### config.mk
export PLATFORM = sky130hd
export DESIGN_NAME = alu_rr_arbiter
export DESIGN_NICKNAME = d
export VERILOG_FILES = /design/src/rtl/alu_pkg.sv /design/src/rtl/alu_rr_arbiter_decoder3_en.sv /design/src/rtl/alu_rr_arbiter.sv
export SDC_FILE = /design/constraint.sdc
export NUM_CORES = 1
export LEC_CHECK = 0
export CAP_MARGIN = 15
export CORE_AREA = 5 5 63 65
export DETAILED_ROUTE_END_ITERATION = 8
export DIE_AREA = 0 0 68 70
export GPL_TIMING_DRIVEN = 1
export PLACE_DENSITY = 0.85
export SLEW_MARGIN = 10
export SYNTH_ARGS = -nofsm -noshare
export SYNTH_HDL_FRONTEND = slang
export SYNTH_SLANG_ARGS = --single-unit
### constraint.sdc
create_clock -name clk -period 6.5 [get_ports clk]
set_clock_uncertainty 0.15 [all_clocks]
set_input_delay 0.975 -clock clk [delete_from_list [all_inputs] [get_ports clk]]
set_output_delay 0.975 -clock clk [all_outputs]
set_load 0.02 [all_outputs]
### src/rtl/alu_pkg.sv
// Shared definitions for the ALU round-robin arbiter: requester count,
// index width, FSM state encoding and the rotating priority search.
package alu_pkg;

  localparam int NREQ = 8;
  localparam int IDXW = 3;

  typedef enum logic {
    IDLE = 1'b0,
    BUSY = 1'b1
  } state_t;

  // First set request bit scanning ptr, ptr+1, ... with 3-bit wrap.
  // Returns 0 when no bit is set; callers only use it when req != 0.
  function automatic logic [IDXW-1:0] rr_pick(input logic [NREQ-1:0] req,
                                              input logic [IDXW-1:0] ptr);
    logic [IDXW-1:0] idx;
    logic            found;
    rr_pick = '0;
    found   = 1'b0;
    for (int k = 0; k < NREQ; k++) begin
      idx = ptr + IDXW'(k);
      if (!found && req[idx]) begin
        rr_pick = idx;
        found   = 1'b1;
      end
    end
  endfunction

endpackage

### src/rtl/alu_rr_arbiter_decoder3_en.sv
// 3-to-8 one-hot decoder with enable; output is all-zero when disabled.
module decoder3_en
  import alu_pkg::*;
(
  input  logic            en,
  input  logic [IDXW-1:0] idx,
  output logic [NREQ-1:0] dec
);

  // One-hot decode of idx, gated by en.
  always_comb begin
    // NOTE: the default assignment first keeps this purely combinational; without it
    // the branch that skips the write would infer a latch.
    dec = '0;
    if (en) dec[idx] = 1'b1;
  end

endmodule

### src/rtl/alu_rr_arbiter.sv
// Round-robin arbiter sharing the single ALU between 8 requesters.
// A grant is held until the ALU reports completion, the owner withdraws its
// request, or the hold counter reaches HOLD_MAX. The counter restarts at 0 on
// each grant and the forced release happens at the edge that sees
// cnt==HOLD_MAX, so a grant that never completes stays valid for HOLD_MAX+1
// cycles. Every release passes through IDLE, so consecutive grants are always
// separated by at least one idle cycle.
module alu_rr_arbiter
  import alu_pkg::*;
#(
  parameter int HOLD_MAX = 15,
  parameter int CW       = 4
) (
  input  logic            clk,
  input  logic            rst,
  input  logic [NREQ-1:0] req,
  input  logic            alu_done,
  output logic [NREQ-1:0] gnt,
  output logic [IDXW-1:0] gnt_idx,
  output logic            gnt_vld,
  output logic            timeout
);

  localparam logic [CW-1:0] HOLD_LIM = CW'(HOLD_MAX);

  state_t          state, state_nxt;
  logic [IDXW-1:0] ptr;
  logic [CW-1:0]   cnt;
  logic            any_req;
  logic            owner_req;
  logic            hold_hit;
  logic            release_now;
  logic            force_rel;

  assign any_req   = |req;
  assign owner_req = req[gnt_idx];
  assign hold_hit  = (cnt == HOLD_LIM);

  // Release causes; alu_done wins, so it never produces a timeout pulse.
  assign release_now = (state == BUSY) && (alu_done || !owner_req || hold_hit);
  assign force_rel   = (state == BUSY) && !alu_done && owner_req && hold_hit;

  // State register.
  always_ff @(posedge clk) begin
    // NOTE: sequential state uses non-blocking assignments so every register
    // samples pre-edge values regardless of block ordering.
    if (rst) state <= IDLE;
    else     state <= state_nxt;
  end

  // Next-state logic: IDLE -> BUSY on any request, BUSY -> IDLE on release.
  always_comb begin
    state_nxt = state;
    case (state)
      IDLE:    if (any_req)     state_nxt = BUSY;
      BUSY:    if (release_now) state_nxt = IDLE;
      default: state_nxt = IDLE;
    endcase
  end

  // Output logic: a grant is valid exactly while the FSM is BUSY.
  always_comb begin
    gnt_vld = (state == BUSY);
  end

  // Owner index, rotation pointer, hold counter and timeout pulse.
  always_ff @(posedge clk) begin
    if (rst) begin
      ptr     <= '0;
      gnt_idx <= '0;
      cnt     <= '0;
      timeout <= 1'b0;
    end else begin
      timeout <= force_rel;
      case (state)
        IDLE: begin
          if (any_req) begin
            gnt_idx <= rr_pick(req, ptr);
            cnt     <= '0;
          end
        end
        BUSY: begin
          if (release_now)       ptr <= gnt_idx + IDXW'(1);
          else if (!hold_hit)    cnt <= cnt + CW'(1);
        end
        default: ;
      endcase
    end
  end

  // One-hot grant, forced to zero whenever no grant is active.
  decoder3_en u_dec (
    .en  (gnt_vld),
    .idx (gnt_idx),
    .dec (gnt)
  );

endmodule
==> impl_results.md, run 1 <==
* Hold Path Depth at 2
* Largest net degree at the start of global routing at 24
* Area share of the largest cell type after synthesis at 0.193
* Die area at 4760 µm²
* Top post-synthesis cells by count: nor2_1 (22), mux2i_1 (17), nand2_1 (17)
* Final setup fails at 0
* Sequential share of the synthesized area at 0.137
* Die extent in x at 68 µm
* Cells on worst reg2reg path at 9
* Mapped Avg Cell Area at 8.81 µm²
* Post-synth ARST share at 0
* Worst setup path class: flop to flop
* Longest Clk Path Bufs at 2
* Final hold vios at 0
* Main flop type after synthesis: dfxtp_1
* RSZ-0062 raised after global routing: no
* Worst hold start: cnt[1]
* Syn Inst Count at 199
* Critical path cell sequence: buf_4 > inv_1 > ha_1 > mux2_2 > mux4_2 > o32a_4 > nor3_1 > nor4_1 > a2111oi_2
* Fin. max-slew vios at 0
* Largest cells by area after synthesis: mux4_2 (19%), dfxtp_1 (14%), mux2i_1 (9.7%)
* Slew HR at 0.450
* Max-cap violations at 0
* Root Driver: clkbuf_4
* Reg-to-reg slack, setup at 2.71 ns
* Area leader, netlist: mux4_2
* GPL Wtd Cong at 0.962
* FP Rows at 21
* Total number of vias at 1,661
* Final #Nets at 224
* Synthesized flop and latch total at 12
* Worst-skew pair later-pin latency at 0.28 ns
* Placed Cells at 250
* CTS tree: yes
* Fin cells at 254
* Number of global-route vias before repair at 1,548
* Synth warnings at 0
* Post CTS Setup Buffer Count at 0
* Clk sink count at 12
* Routed WL at 4590 µm
* Design Power at 0.458 mW
* Outcome: finished, final reports clean
* Max IR drop VDD at 0.0939 mV
* Reg-to-reg endpoint: gnt_idx[0]
* GRT Util Overall at 0.213
* Area grow syn2layout at 14.0%
* Mapped Nets at 214
* Global-route wire length before repair at 7980 µm
* Final Critical Period at 3.79 ns
* Number of I/O port buffers at 23
* Slowest library cell on the worst path: ha_1
* Max Clk Rate at 264 MHz
* Total gr overflow at 0
* Post-CTS sizing at 0
* CORE AREA at 3280 µm²
* Cell variety after synth at 53
* Placed Area at 1960 µm²
* Drt wl/cell at 18.1 µm
* Pleak at 0.690 nW
* Final setup margin at 2.71 ns
* Synthesized area at 1750 µm²
* DR iter-0 viols at 102
* Min-delay worst type: flop to flop
* Worst Hold Endpoint: cnt[1]
* CP max FO at 23
* Count leader, synth: nor2_1
* Slowest stage delay, CP at 0.73 ns
* Tightest Pin Transition at 0.824 ns
* Routed Antenna Nets at 0
* CP startpoint kind: flop
* EDFF count, synth at 0
* Nature of the critical path endpoint: flop
* 1st-pass router iterations at 4
* CP arrival at 3.82 ns
* Initial antenna violation count at 0
* Fraction of the cycle the final worst path needs at 0.583
* Sequential cell area at 240 µm²
* TNS Setup at 0 ns
* N_diodes at 0
* Critical Path RT at 6.53 ns
* Multi-input gate area at 1390 µm²
* Num CTS Buffers at 3
* Vias per inst at 6.54
* Pwr dens at 229 nW/µm²
* DRC viols at 0
* Fillers at 284
* Reg clk slew, reported paths at 0.08 ns
* CTS hold repair buffers at 0
* Layout cells sized above 1 at 0.159
* CTS HTree Levels at 1
* Initial Util at 0.534
* Reg-to-Reg Start: ptr[0]
* Worst slack, placed at 2.70 ns
* # IOs at 24
* Die Span Y at 70 µm
* Cell area after layout at 2000 µm²
* Post-DP HPWL at 3380 µm
stage by stage:
stage	util	hold slack, ns
2_1_floorplan	-	0.314
3_5_place_dp	0.597	0.353
3_3_place_gp	0.597	0.335
4_1_cts	0.608	0.366
6_report	0.608	0.364
5_1_grt	0.608	0.397
kinds of logic (layout without fill, tap and decap cells):
kind of cell | after synthesis | count (layout) | share of synthesized area
AO/OA/AOI/OAI | 36 | 36 | 0.168
AND/OR/NAND/NOR | 75 | 75 | 0.212
XOR/XNOR | 5 | 5 | 0.0250
flip-flops | 12 | 12 | 0.137
multiplexers | 40 | 40 | 0.360
buffers and inverters | 27 | 36 | 0.0685
adder cells (fa/ha/maj) | 4 | 4 | 0.0286
state kept, by name (all words and copies together) (netlist names):
register and flops:
gnt_idx 3, ptr 3, timeout 1, cnt 4, gnt_vld 1
power breakdown:
group / internal (mW) / leakage [nW] / switching (mW) / total [mW]
Clock: 0.0341 / 0.0210 / 0.0260 / 0.0601
Sequential: 0.0813 / 0.0981 / 0.0205 / 0.102
Combinational: 0.139 / 0.571 / 0.157 / 0.296
Total: 0.255 / 0.690 / 0.204 / 0.458
layout make-up:
| cell class | instances | area share |
|---|---|---|
| well taps | 46 | 0.0288 |
| flip-flops and latches | 12 | 0.120 |
| repair buffers | 25 | 0.123 |
| inverters | 7 | 0.0131 |
| clock buffers | 4 | 0.0182 |
| multi-input cells | 160 | 0.697 |
layer usage:
layer | share of wire | global-route usage
met2 | 0.49 | 0.316
met1 | 0.44 | 0.315
met4 | 0.0072 | 0.0508
met3 | 0.067 | 0.0385
met5 | 0 | 0
how the worst max path moves through the flow:
stage                     slack, ns  startpoint         end  cells past startpoint
after detailed placement       2.70      ptr[0]  gnt_idx[1]                      9
after global routing           2.45      ptr[0]  gnt_idx[1]                      9
final                          2.71      ptr[0]  gnt_idx[0]                      9
after global placement         2.77      ptr[0]  gnt_idx[0]                      9
after floorplan                3.07      ptr[1]  gnt_idx[0]                     11
after CTS                      2.72      ptr[0]  gnt_idx[1]                      9
placed cells by master (no fill, tap or decap), types with 4 or more instances in the layout:
cell type / instances
a21oi_1: 7
ha_1: 4
inv_1: 7
nor3_1: 5
nor4_1: 5
mux2_2: 5
xor2_1: 4
mux4_2: 15
clkdlybuf4s50_1: 23
nand3_1: 8
nand2b_1: 6
dfxtp_1: 12
mux2i_1: 17
nand2_1: 17
nor2_1: 22
worst max-delay path, delay by kind of cell (launching register included):
| kind | cells | cell delay, ns |
|---|---|---|
| multiplexers | 2 | 0.92 |
| adder cells (fa/ha/maj) | 1 | 0.73 |
| AO/OA/AOI/OAI | 2 | 0.72 |
| buffers and inverters | 2 | 0.56 |
| flip-flops | 1 | 0.31 |
| AND/OR/NAND/NOR | 2 | 0.29 |
Note: power is estimated with default switching activity, not from simulation.
==> run 2: changes to the inputs <==
- clock period: 6.5 -> 3.95 ns (I/O delays scaled with it)
==> run 2 against run 1 <==
  * Sequential share of layout area shrank 0.090 points
  * Critical path depth shrank 1
  * First-iteration DRC count grew 60%
  * Final cell count grew 0.79%
  * Global-route usage shrank 0.11 points
  * Power grew 68%
  * Flip-flop and latch count is the same
  * Routed wire length grew 2.7%
  * Critical endpoint is now gnt_idx[1]
  * Largest cell class unchanged
  * Largest power group unchanged
==> impl_results.md, run 2 (synthesized netlist as in run 1, its figures left out) <==
* Fin. max-slew vios at 0 (unchanged)
* Global-route wire length before repair at 7910 µm (was 7980 µm)
* Pleak at 0.699 nW (was 0.690 nW)
* Met2 usage at 0.317 (was 0.316)
* Post-DP HPWL at 3570 µm (was 3380 µm)
* Multi-input gate area at 1390 µm² (unchanged)
* GPL Wtd Cong at 0.960 (was 0.962)
* Top flop regs: cnt x4, gnt_idx x3, ptr x3 (unchanged)
* Total number of vias at 1,670 (was 1,661)
* Post CTS Setup Buffer Count at 0 (unchanged)
* Number of global-route vias before repair at 1,561 (was 1,548)
* Fillers at 288 (was 284)
* # IOs at 24 (unchanged)
* Sequential cell area at 240 µm² (unchanged)
* Final setup fails at 0 (unchanged)
* CORE AREA at 3280 µm² (unchanged)
* Die Span Y at 70 µm (unchanged)
* Final #Nets at 226 (was 224)
* Post-CTS sizing at 0 (unchanged)
* FP Rows at 21 (unchanged)
* Fraction of the cycle the final worst path needs at 0.844 (was 0.583)
* Most frequent cells in the layout: clkdlybuf4s50_1 (23), nor2_1 (22), nand2_1 (17), mux2i_1 (17), mux4_2 (15) (unchanged)
* CP max FO at 13 (was 23)
* Reg clk slew, reported paths at 0.08 ns (about the same)
* Initial Util at 0.534 (unchanged)
* DRC viols at 0 (unchanged)
* CTS hold repair buffers at 0 (unchanged)
* GRT Util Overall at 0.211 (was 0.213)
* Critical path cell sequence: inv_1 > ha_1 > mux2_2 > mux4_2 > o32a_4 > a221oi_1 > a311oi_1 > nor4_1 (was buf_4 > inv_1 > ha_1 > mux2_2 > mux4_2 > o32a_4 > nor3_1 > nor4_1 > a2111oi_2)
* Vias per inst at 6.52 (was 6.54)
* Max IR drop VDD at 0.178 mV (was 0.0939 mV)
* M1 GR Usage at 0.316 (was 0.315)
* Max-cap violations at 0 (unchanged)
* RSZ-0062 raised after global routing: no (unchanged)
* Tightest Pin Transition at 0.703 ns (was 0.824 ns)
* Worst-skew pair later-pin latency at 0.28 ns (about the same)
* Outcome: finished, final reports clean (unchanged)
* Die extent in x at 68 µm (unchanged)
* N_diodes at 0 (unchanged)
* Most common cell after layout, fill and taps aside: clkdlybuf4s50_1 (unchanged)
* Buf/Inv on CP at 1 (was 2)
* Util after Layout at 0.613 (was 0.608)
* Num CTS Buffers at 3 (unchanged)
* Number of I/O port buffers at 23 (unchanged)
* Min-delay worst type: flop to flop (unchanged)
* CP startpoint kind: flop (unchanged)
* TNS Setup at 0 ns (unchanged)
* Top Family by Delay on Critical Path: multiplexers (unchanged)
* Slew HR at 0.531 (was 0.450)
* Layout cells sized above 1 at 0.167 (was 0.159)
* Pwr dens at 383 nW/µm² (was 229 nW/µm²)
* Routed Antenna Nets at 0 (unchanged)
* Largest Register: cnt (unchanged)
* Largest net degree at the start of global routing at 23 (was 24)
* Die area at 4760 µm² (unchanged)
* CTS tree: yes (unchanged)
* CTS HTree Levels at 1 (unchanged)
* Global route hottest layer: met2 (unchanged)
* Nature of the critical path endpoint: flop (unchanged)
* Global Route met3 Usage at 0.0369 (was 0.0385)
* DR iter-0 viols at 163 (was 102)
* Drt wl/cell at 18.4 µm (was 18.1 µm)
* Final Critical Period at 3.34 ns (was 3.79 ns)
* Design Power at 0.770 mW (was 0.458 mW)
* Slowest stage delay, CP at 0.68 ns (was 0.73 ns)
* Slowest library cell on the worst path: ha_1 (unchanged)
* Final hold vios at 0 (unchanged)
* Critical Path RT at 3.99 ns (was 6.53 ns)
* Max reg flops at 4 (unchanged)
* Initial antenna violation count at 0 (unchanged)
* Clk sink count at 12 (unchanged)
* Hold WS at 0.362 ns (was 0.364 ns)
* Area grow syn2layout at 14.8% (was 14.0%)
* Routed WL at 4720 µm (was 4590 µm)
* Max Clk Rate at 300 MHz (was 264 MHz)
* Root Driver: clkbuf_4 (unchanged)
* CP arrival at 3.37 ns (was 3.82 ns)
* Longest Clk Path Bufs at 2 (unchanged)
* Total gr overflow at 0 (unchanged)
* 1st-pass router iterations at 5 (was 4)
* Worst setup path class: flop to flop (unchanged)
==> run 2: worst reg2reg max path, stage by stage (launching register included) <==
cell	delay (ns)
dfxtp_1	0.35
inv_1	0.09
ha_1	0.68
mux2_2	0.44
mux4_2	0.48
o32a_4	0.41
a221oi_1	0.32
a311oi_1	0.08
nor4_1	0.25
==> run 2: path summary, 6_finish.rpt <==
check / cells past startpoint / startpoint / endpoint / slack [ns]
hold reg to reg: 2 / cnt[3] / cnt[3] / 0.36
setup / recovery: 8 / ptr[1] / gnt_idx[1] / 0.61
setup reg to reg: 8 / ptr[1] / gnt_idx[1] / 0.61
hold / removal: 2 / cnt[3] / cnt[3] / 0.36
==> run 2: power breakdown <==
group | internal [mW] | leakage (nW) | total [mW] | switching, mW
registers | 0.134 | 0.0981 | 0.167 | 0.0333
clock network | 0.0561 | 0.0210 | 0.0994 | 0.0434
logic | 0.233 | 0.580 | 0.503 | 0.270
total | 0.423 | 0.699 | 0.770 | 0.347
==> run 2: layout make-up <==
| class | instances | share of cell area |
|---|---|---|
| clock buffers | 4 | 0.0180 |
| inverters | 7 | 0.0131 |
| multi-input cells | 160 | 0.692 |
| flip-flops and latches | 12 | 0.119 |
| well taps | 46 | 0.0286 |
| repair buffers | 27 | 0.129 |
==> run 2: per-layer routing <==
metal | wire length [µm] | share of wire
met1 | 2000 | 0.42
met5 | 0 | 0
met2 | 2310 | 0.49
met4 | 58 | 0.012
met3 | 346 | 0.073
==> run 2: per-stage QoR <==
stage	std cells	worst slack (ns)	area, µm²
floorplan	199	0.517	1750
global placement	252	0.645	1980
detailed placement	252	0.579	1980
CTS	256	0.674	2010
global route	256	0.534	2010
finish	256	0.615	2010
